## src/rtl/cve2_imem_pkg.sv

```systemverilog
// Shared types and address-window helpers for the instruction memory responder.
// The window test masks the byte offset so fetches are always word aligned.
package cve2_imem_pkg;

    typedef enum logic {
        GntIdle,
        GntWait
    } gnt_state_e;

    typedef struct packed {
        logic        valid;
        logic        err;
        logic [31:0] rdata;
    } imem_entry_t;

    function automatic logic [31:0] win_offset(input logic [31:0] addr,
                                               input logic [31:0] base);
        return (addr & 32'hFFFF_FFFC) - base;
    endfunction

    // Unsigned wrap-around subtraction makes addresses below the base fall out of range.
    function automatic logic in_window(input logic [31:0] addr,
                                       input logic [31:0] base,
                                       input int unsigned words);
        return win_offset(addr, base) < (words * 4);
    endfunction

endpackage

```

## src/rtl/cve2_imem_resp_pipe.sv

```systemverilog
// Fixed-latency response pipeline: each stage carries {valid, err}; stage 1 takes
// its data straight from the SRAM output, later stages register it.
module cve2_imem_resp_pipe
    import cve2_imem_pkg::*;
#(
    parameter int unsigned RvalidLat = 1
) (
    input  logic        clk_i,
    input  logic        rst_ni,
    input  logic        in_valid_i,
    input  logic        in_err_i,
    input  logic [31:0] mem_rdata_i,
    output imem_entry_t rsp_o
);

    logic [RvalidLat-1:0] stage_vld;
    logic [RvalidLat-1:0] stage_err;
    logic [31:0]          stage_rdata [RvalidLat];

    for (genvar i = 0; i < RvalidLat; i++) begin : g_stage
        logic v_q, e_q;
        logic v_d, e_d;

        if (i == 0) begin : g_first
            assign v_d            = in_valid_i;
            assign e_d            = in_err_i;
            assign stage_rdata[0] = e_q ? '0 : mem_rdata_i;
        end else begin : g_later
            logic [31:0] d_q;
            assign v_d = stage_vld[i-1];
            assign e_d = stage_err[i-1];
            always_ff @(posedge clk_i) begin
                d_q <= stage_rdata[i-1];
            end
            assign stage_rdata[i] = d_q;
        end

        always_ff @(posedge clk_i or negedge rst_ni) begin
            if (!rst_ni) begin
                v_q <= 1'b0;
                e_q <= 1'b0;
            end else begin
                v_q <= v_d;
                e_q <= e_d;
            end
        end

        assign stage_vld[i] = v_q;
        assign stage_err[i] = e_q;
    end

    always_comb begin
        rsp_o.valid = stage_vld[RvalidLat-1];
        rsp_o.err   = stage_vld[RvalidLat-1] & stage_err[RvalidLat-1];
        rsp_o.rdata = stage_vld[RvalidLat-1] ? stage_rdata[RvalidLat-1] : '0;
    end

endmodule

```

## src/rtl/cve2_imem_responder.sv

```systemverilog
// Instruction-fetch responder: grant FSM with programmable wait states, outstanding
// tracking, and a fixed-latency response pipeline in front of a synchronous SRAM.
module cve2_imem_responder
    import cve2_imem_pkg::*;
#(
    parameter logic [31:0] MemBase        = 32'h0000_0000,
    parameter int unsigned MemWords       = 1024,
    parameter int unsigned RvalidLat      = 1,
    parameter int unsigned MaxOutstanding = 2
) (
    input  logic                        clk_i,
    input  logic                        rst_ni,
    input  logic                        instr_req_i,
    input  logic [31:0]                 instr_addr_i,
    output logic                        instr_gnt_o,
    output logic                        instr_rvalid_o,
    output logic [31:0]                 instr_rdata_o,
    output logic                        instr_err_o,
    input  logic [1:0]                  gnt_wait_i,
    output logic                        mem_req_o,
    output logic [$clog2(MemWords)-1:0] mem_addr_o,
    input  logic [31:0]                 mem_rdata_i,
    output logic                        busy_o
);

    localparam int unsigned AddrW = $clog2(MemWords);
    localparam int unsigned OutW  = $clog2(MaxOutstanding + 1);
    localparam logic [OutW-1:0] MaxOut = OutW'(MaxOutstanding);

    gnt_state_e      state_q, state_d;
    logic [1:0]      wait_cnt_q;
    logic [OutW-1:0] out_cnt_q;
    logic            gnt;
    logic            in_range;
    logic            rvalid;
    imem_entry_t     rsp;

    assign in_range = in_window(instr_addr_i, MemBase, MemWords);
    assign rvalid   = rsp.valid;
    // A response retiring this cycle frees a slot for a same-cycle grant.
    assign gnt      = instr_req_i & (wait_cnt_q >= gnt_wait_i)
                    & ((out_cnt_q < MaxOut) | rvalid);

    always_comb begin
        state_d = state_q;
        unique case (state_q)
            GntIdle: if (instr_req_i && !gnt) state_d = GntWait;
            GntWait: if (gnt) state_d = GntIdle;
            default: state_d = GntIdle;
        endcase
    end

    always_ff @(posedge clk_i or negedge rst_ni) begin
        if (!rst_ni) begin
            state_q    <= GntIdle;
            wait_cnt_q <= '0;
            out_cnt_q  <= '0;
        end else begin
            state_q <= state_d;
            if (gnt) begin
                wait_cnt_q <= '0;
            end else if (instr_req_i && wait_cnt_q != 2'd3) begin
                wait_cnt_q <= wait_cnt_q + 2'd1;
            end
            unique case ({gnt, rvalid})
                2'b10:   out_cnt_q <= out_cnt_q + 1'b1;
                2'b01:   out_cnt_q <= out_cnt_q - 1'b1;
                default: out_cnt_q <= out_cnt_q;
            endcase
        end
    end

    always_comb begin
        instr_gnt_o    = gnt;
        mem_req_o      = gnt & in_range;
        mem_addr_o     = AddrW'(win_offset(instr_addr_i, MemBase) >> 2);
        instr_rvalid_o = rsp.valid;
        instr_err_o    = rsp.err;
        instr_rdata_o  = rsp.rdata;
        busy_o         = instr_req_i | (out_cnt_q != '0);
    end

    cve2_imem_resp_pipe #(
        .RvalidLat(RvalidLat)
    ) u_resp_pipe (
        .clk_i      (clk_i),
        .rst_ni     (rst_ni),
        .in_valid_i (gnt),
        .in_err_i   (~in_range),
        .mem_rdata_i(mem_rdata_i),
        .rsp_o      (rsp)
    );

    a_req_held_in_wait: assert property (
        @(posedge clk_i) disable iff (!rst_ni) (state_q == GntWait) |-> instr_req_i);

    a_out_bounded: assert property (
        @(posedge clk_i) disable iff (!rst_ni) out_cnt_q <= MaxOut);

endmodule

```

## config.mk

```make
export PLATFORM = sky130hd
export DESIGN_NAME = cve2_imem_responder
export DESIGN_NICKNAME = d
export VERILOG_FILES = /design/src/rtl/cve2_imem_pkg.sv /design/src/rtl/cve2_imem_resp_pipe.sv /design/src/rtl/cve2_imem_responder.sv
export SDC_FILE = /design/constraint.sdc
export NUM_CORES = 1
export LEC_CHECK = 0
export CORE_AREA = 2 2 59 61
export CTS_CLUSTER_SIZE = 16
export DETAILED_ROUTE_END_ITERATION = 10
export DIE_AREA = 0 0 61 63
export GPL_TIMING_DRIVEN = 0
export HOLD_SLACK_MARGIN = 0.12
export PLACE_DENSITY = 0.9
export SYNTH_ARGS = -nofsm -noshare
export SYNTH_HDL_FRONTEND = slang
export SYNTH_SLANG_ARGS = --single-unit
```

## constraint.sdc

```tcl
create_clock -name clk_i -period 2.4 [get_ports clk_i]
set_input_delay 0.24 -clock clk_i [delete_from_list [all_inputs] [get_ports clk_i]]
set_output_delay 0.24 -clock clk_i [all_outputs]
set_load 0.02 [all_outputs]
```

==> summary.md <==
| Metric | Value |
|---|---|
| P_int | 455 uW |
| Clk pwr share | 13.0% |
| Outcome | complete, no violations |
| WL/cell | 10.6 um |
| FF-to-FF End | out_cnt_q[1] |
| Final #Nets | 269 |
| Post-DP HPWL | 2340 um |
| Switch Pwr | 253 uW |
| ANT nets after route | 0 |
| Drt first pass iters | 3 |
| Grt total ovfl | 0 |
| Die area | 3840 um2 |
| Ant diodes | 0 |
| Setup tns final | 0 ps |
| Insertion delay to the later sink of the worst-skew pair | 250 ps |
| Slew headroom | 80.9% |
| Crit-path max cell delay | 660 ps |
| Clk sinks | 6 |
| # H-tree levels | 1 |
| Max Freq | 445 MHz |
| Netlist cell types | 22 |
| Mapped Cells | 88 |
| Worst R2R Setup Slack | 700 ps |
| Net Sw Frac | 35.7% |
| Antenna violations before repair | 0 |
| Actual slew at the worst max-slew pin | 286 ps |
| TritonCTS clock tree | built |
| Max IR drop VDD | 0.000444 V |
| CP Cell Sequence | clkdlybuf4s50_1 > nor4_4 > nand2_1 > nor4_2 > clkdlybuf4s50_1 |
| Setup Fix Bufs, Post-CTS | 0 |
| Fin cells | 240 |
| Post-route design area | 1840 um2 |
| Largest net degree at the start of global routing | 11 |
| Final Hold Viols | 0 |
| Vias in the first global route | 947 |
| Syn_area_per_cell | 8.30 um2 |
| Syn. warnings | 0 |
| Comb power frac | 60.8% |
| DRC violations left | 0 |
| Unrepaired setup endpoints after global routing | false |
| GR Util met2 | 27.0% |
| Final period utilization | 93.6% |
| Reg power frac | 26.2% |
| Maxcap violations | 0 |
| Initial Util | 22.6% |
| RD Place Congestion | 0.714 |
| DIE HEIGHT | 63 um |
| Req. time, crit path | 2160 ps |
| Placed inst area | 1820 um2 |
| Number of CTS-inserted buffers | 3 |
| Layout cell share with drive strength beyond 1 | 10.3% |
| Final setup viols | 0 |
| Most used routing layer | met2 |
| Final Power | 708 uW |
| Drt via density | 4.09 |
| Final worst slack | 154 ps |
| Setup crit start kind | primary input |
| I/O pin count | 116 |
| Dpl cells | 237 |
| Pins Over Slew Limit | 0 |
| Worst Path Arrival | 2010 ps |
| Post-synthesis sequential area ratio | 20.5% |
| Hold Crit Class | primary input to async pin |
| Num rows | 21 |
| Dpl ws | 147 ps |
| Clk slew on worst S/H paths | 50 ps |
| R2R depth | 8 |
| CP endpoint kind | primary output |
| Drt initial violations | 14 |
| PD cells | 384 nW/um2 |
| Via count | 981 |
| Met1 usage | 12.7% |
| Worst Skew | 9.09 ps |
| Worst r2r src | wait_cnt_q[0] |
| Synth Net Count | 161 |
| Tot GR Track Use | 13.3% |
| Mapped Area | 731 um2 |
| Root buf cell | clkbuf_4 |
| Flops & latches, synth | 6 |
| CP max stage cell | clkdlybuf4s50_1 |
| DIE WIDTH | 61 um |
| Number of port buffers | 103 |
| Worst setup path class | primary input to primary output |
| Crit Path Max Fanout | 2 |
| Fin crit period | 2250 ps |
| Pleak | 0.000743 uW |
| Met3 Use GR | 3.31% |
| Global-route wire length before repair | 3980 um |
| Area grow syn2layout | 152% |
| Clock tree buffer depth | 2 |
| CP most frequent cell | clkdlybuf4s50_1 |
| CORE AREA | 3230 um2 |
| Total wire length | 2540 um |
==> cells by family after synthesis <==
group           count (synthesis)  synth area share [%]
xor+xnor                        4                  4.79
mux                             1                  1.37
simple gates                   50                  46.9
flops                           6                  20.5
buf+inv                        17                  14.4
compound gates                  6                  5.14
fa+ha+maj                       4                  6.85
==> what timing repair did <==
item                       4_1_cts  5_1_grt
gates resized for setup          0        2
hold buffers                     0        0
setup endpoints to repair        0        1
==> cell usage in the layout, fill, tap and decap left out, drive strengths merged <==
cell / netlist / layout
o211ai: 1 / 1
nor2: 2 / 2
inv: 4 / 4
a21o: 1 / 1
mux2i: 1 / 1
and2b: 1 / 1
or3: 1 / 1
nand3: 1 / 1
clkdlybuf4s50: 0 / 102
dlymetal6s2s: 0 / 1
dfrtp: 6 / 6
a21boi: 1 / 1
nor4: 6 / 6
a21oi: 3 / 3
buf: 10 / 10
or2: 1 / 1
clkbuf: 3 / 6
and2: 34 / 34
xnor2: 4 / 4
ha: 4 / 4
nand2b: 1 / 1
nand2: 3 / 3
==> power groups by stage <==
stage | registers, uW | logic, uW | clock network (uW)
after CTS | 185 | 437 | 95.5
final | 185 | 430 | 92.2
after global placement | 184 | 422 | 0
after detailed placement | 186 | 433 | 0
after floorplan | 185 | 236 | 0
after global routing | 193 | 484 | 99.7
==> per-stage QoR <==
stage	hold slack, ps	util, %
final	237	57.1
after global routing	240	57.1
after floorplan	-55.6	-
after global placement	494	56.3
after CTS	239	57.0
after detailed placement	503	56.3
==> Yosys cell counts <==
master	number	area, um2
and2_1	34	213
a21boi_0	1	7.51
xnor2_1	4	35.0
or2_1	1	6.26
o211ai_1	1	7.51
nand3_1	1	5.00
a21o_1	1	7.51
ha_1	4	50.1
nand2b_1	1	6.26
a21oi_1	3	15.0
nor4_1	2	12.5
inv_1	4	15.0
dfrtp_1	6	150
nor4_2	2	25.0
nor2_1	2	7.51
mux2i_1	1	10.0
nand2_1	3	11.3
or3_1	1	6.26
and2b_1	1	7.51
buf_4	10	75.1
nor4_4	2	42.5
clkbuf_2	3	15.0
==> registers in the layout, indices dropped and copies added (netlist names) <==
register	count
u_resp_pipe.g_stage.v_q	1
out_cnt_q	2
u_resp_pipe.g_stage.e_q	1
wait_cnt_q	2
==> worst max-delay path by stage <==
stage	startpoint	to	slack [ps]
after floorplan	wait_cnt_q[0]	out_cnt_q[1]	780
after global placement	gnt_wait_i[0]	instr_gnt_o	160
after detailed placement	gnt_wait_i[0]	instr_gnt_o	150
after CTS	wait_cnt_q[0]	instr_gnt_o	130
after global routing	u_resp_pipe.g_stage[0].v_q	instr_rdata_o[23]	6
final	instr_addr_i[21]	mem_req_o	150
==> area by class of cell <==
type                    count  area, um2
plain buffers              13       90.1
clock buffers               3       22.5
fillers                   300       1390
inverters                   4       15.0
multi-input cells          65        475
flip-flops and latches      6        150
well taps                  46       57.6
repair buffers            103       1030
==> layer usage <==
metal	share of wire, %	vias up	wire length (um)
li1	-	489	-
met1	31	422	784
met2	56	70	1410
met3	13	0	341
met4	0	0	0
met5	0	-	0
==> worst max-delay path: cells and delay by family <==
family | cells | cell delay, ps
buffers and inverters | 2 | 1120
AND/OR/NAND/NOR | 3 | 650
Power figures use the tool's default switching activity.
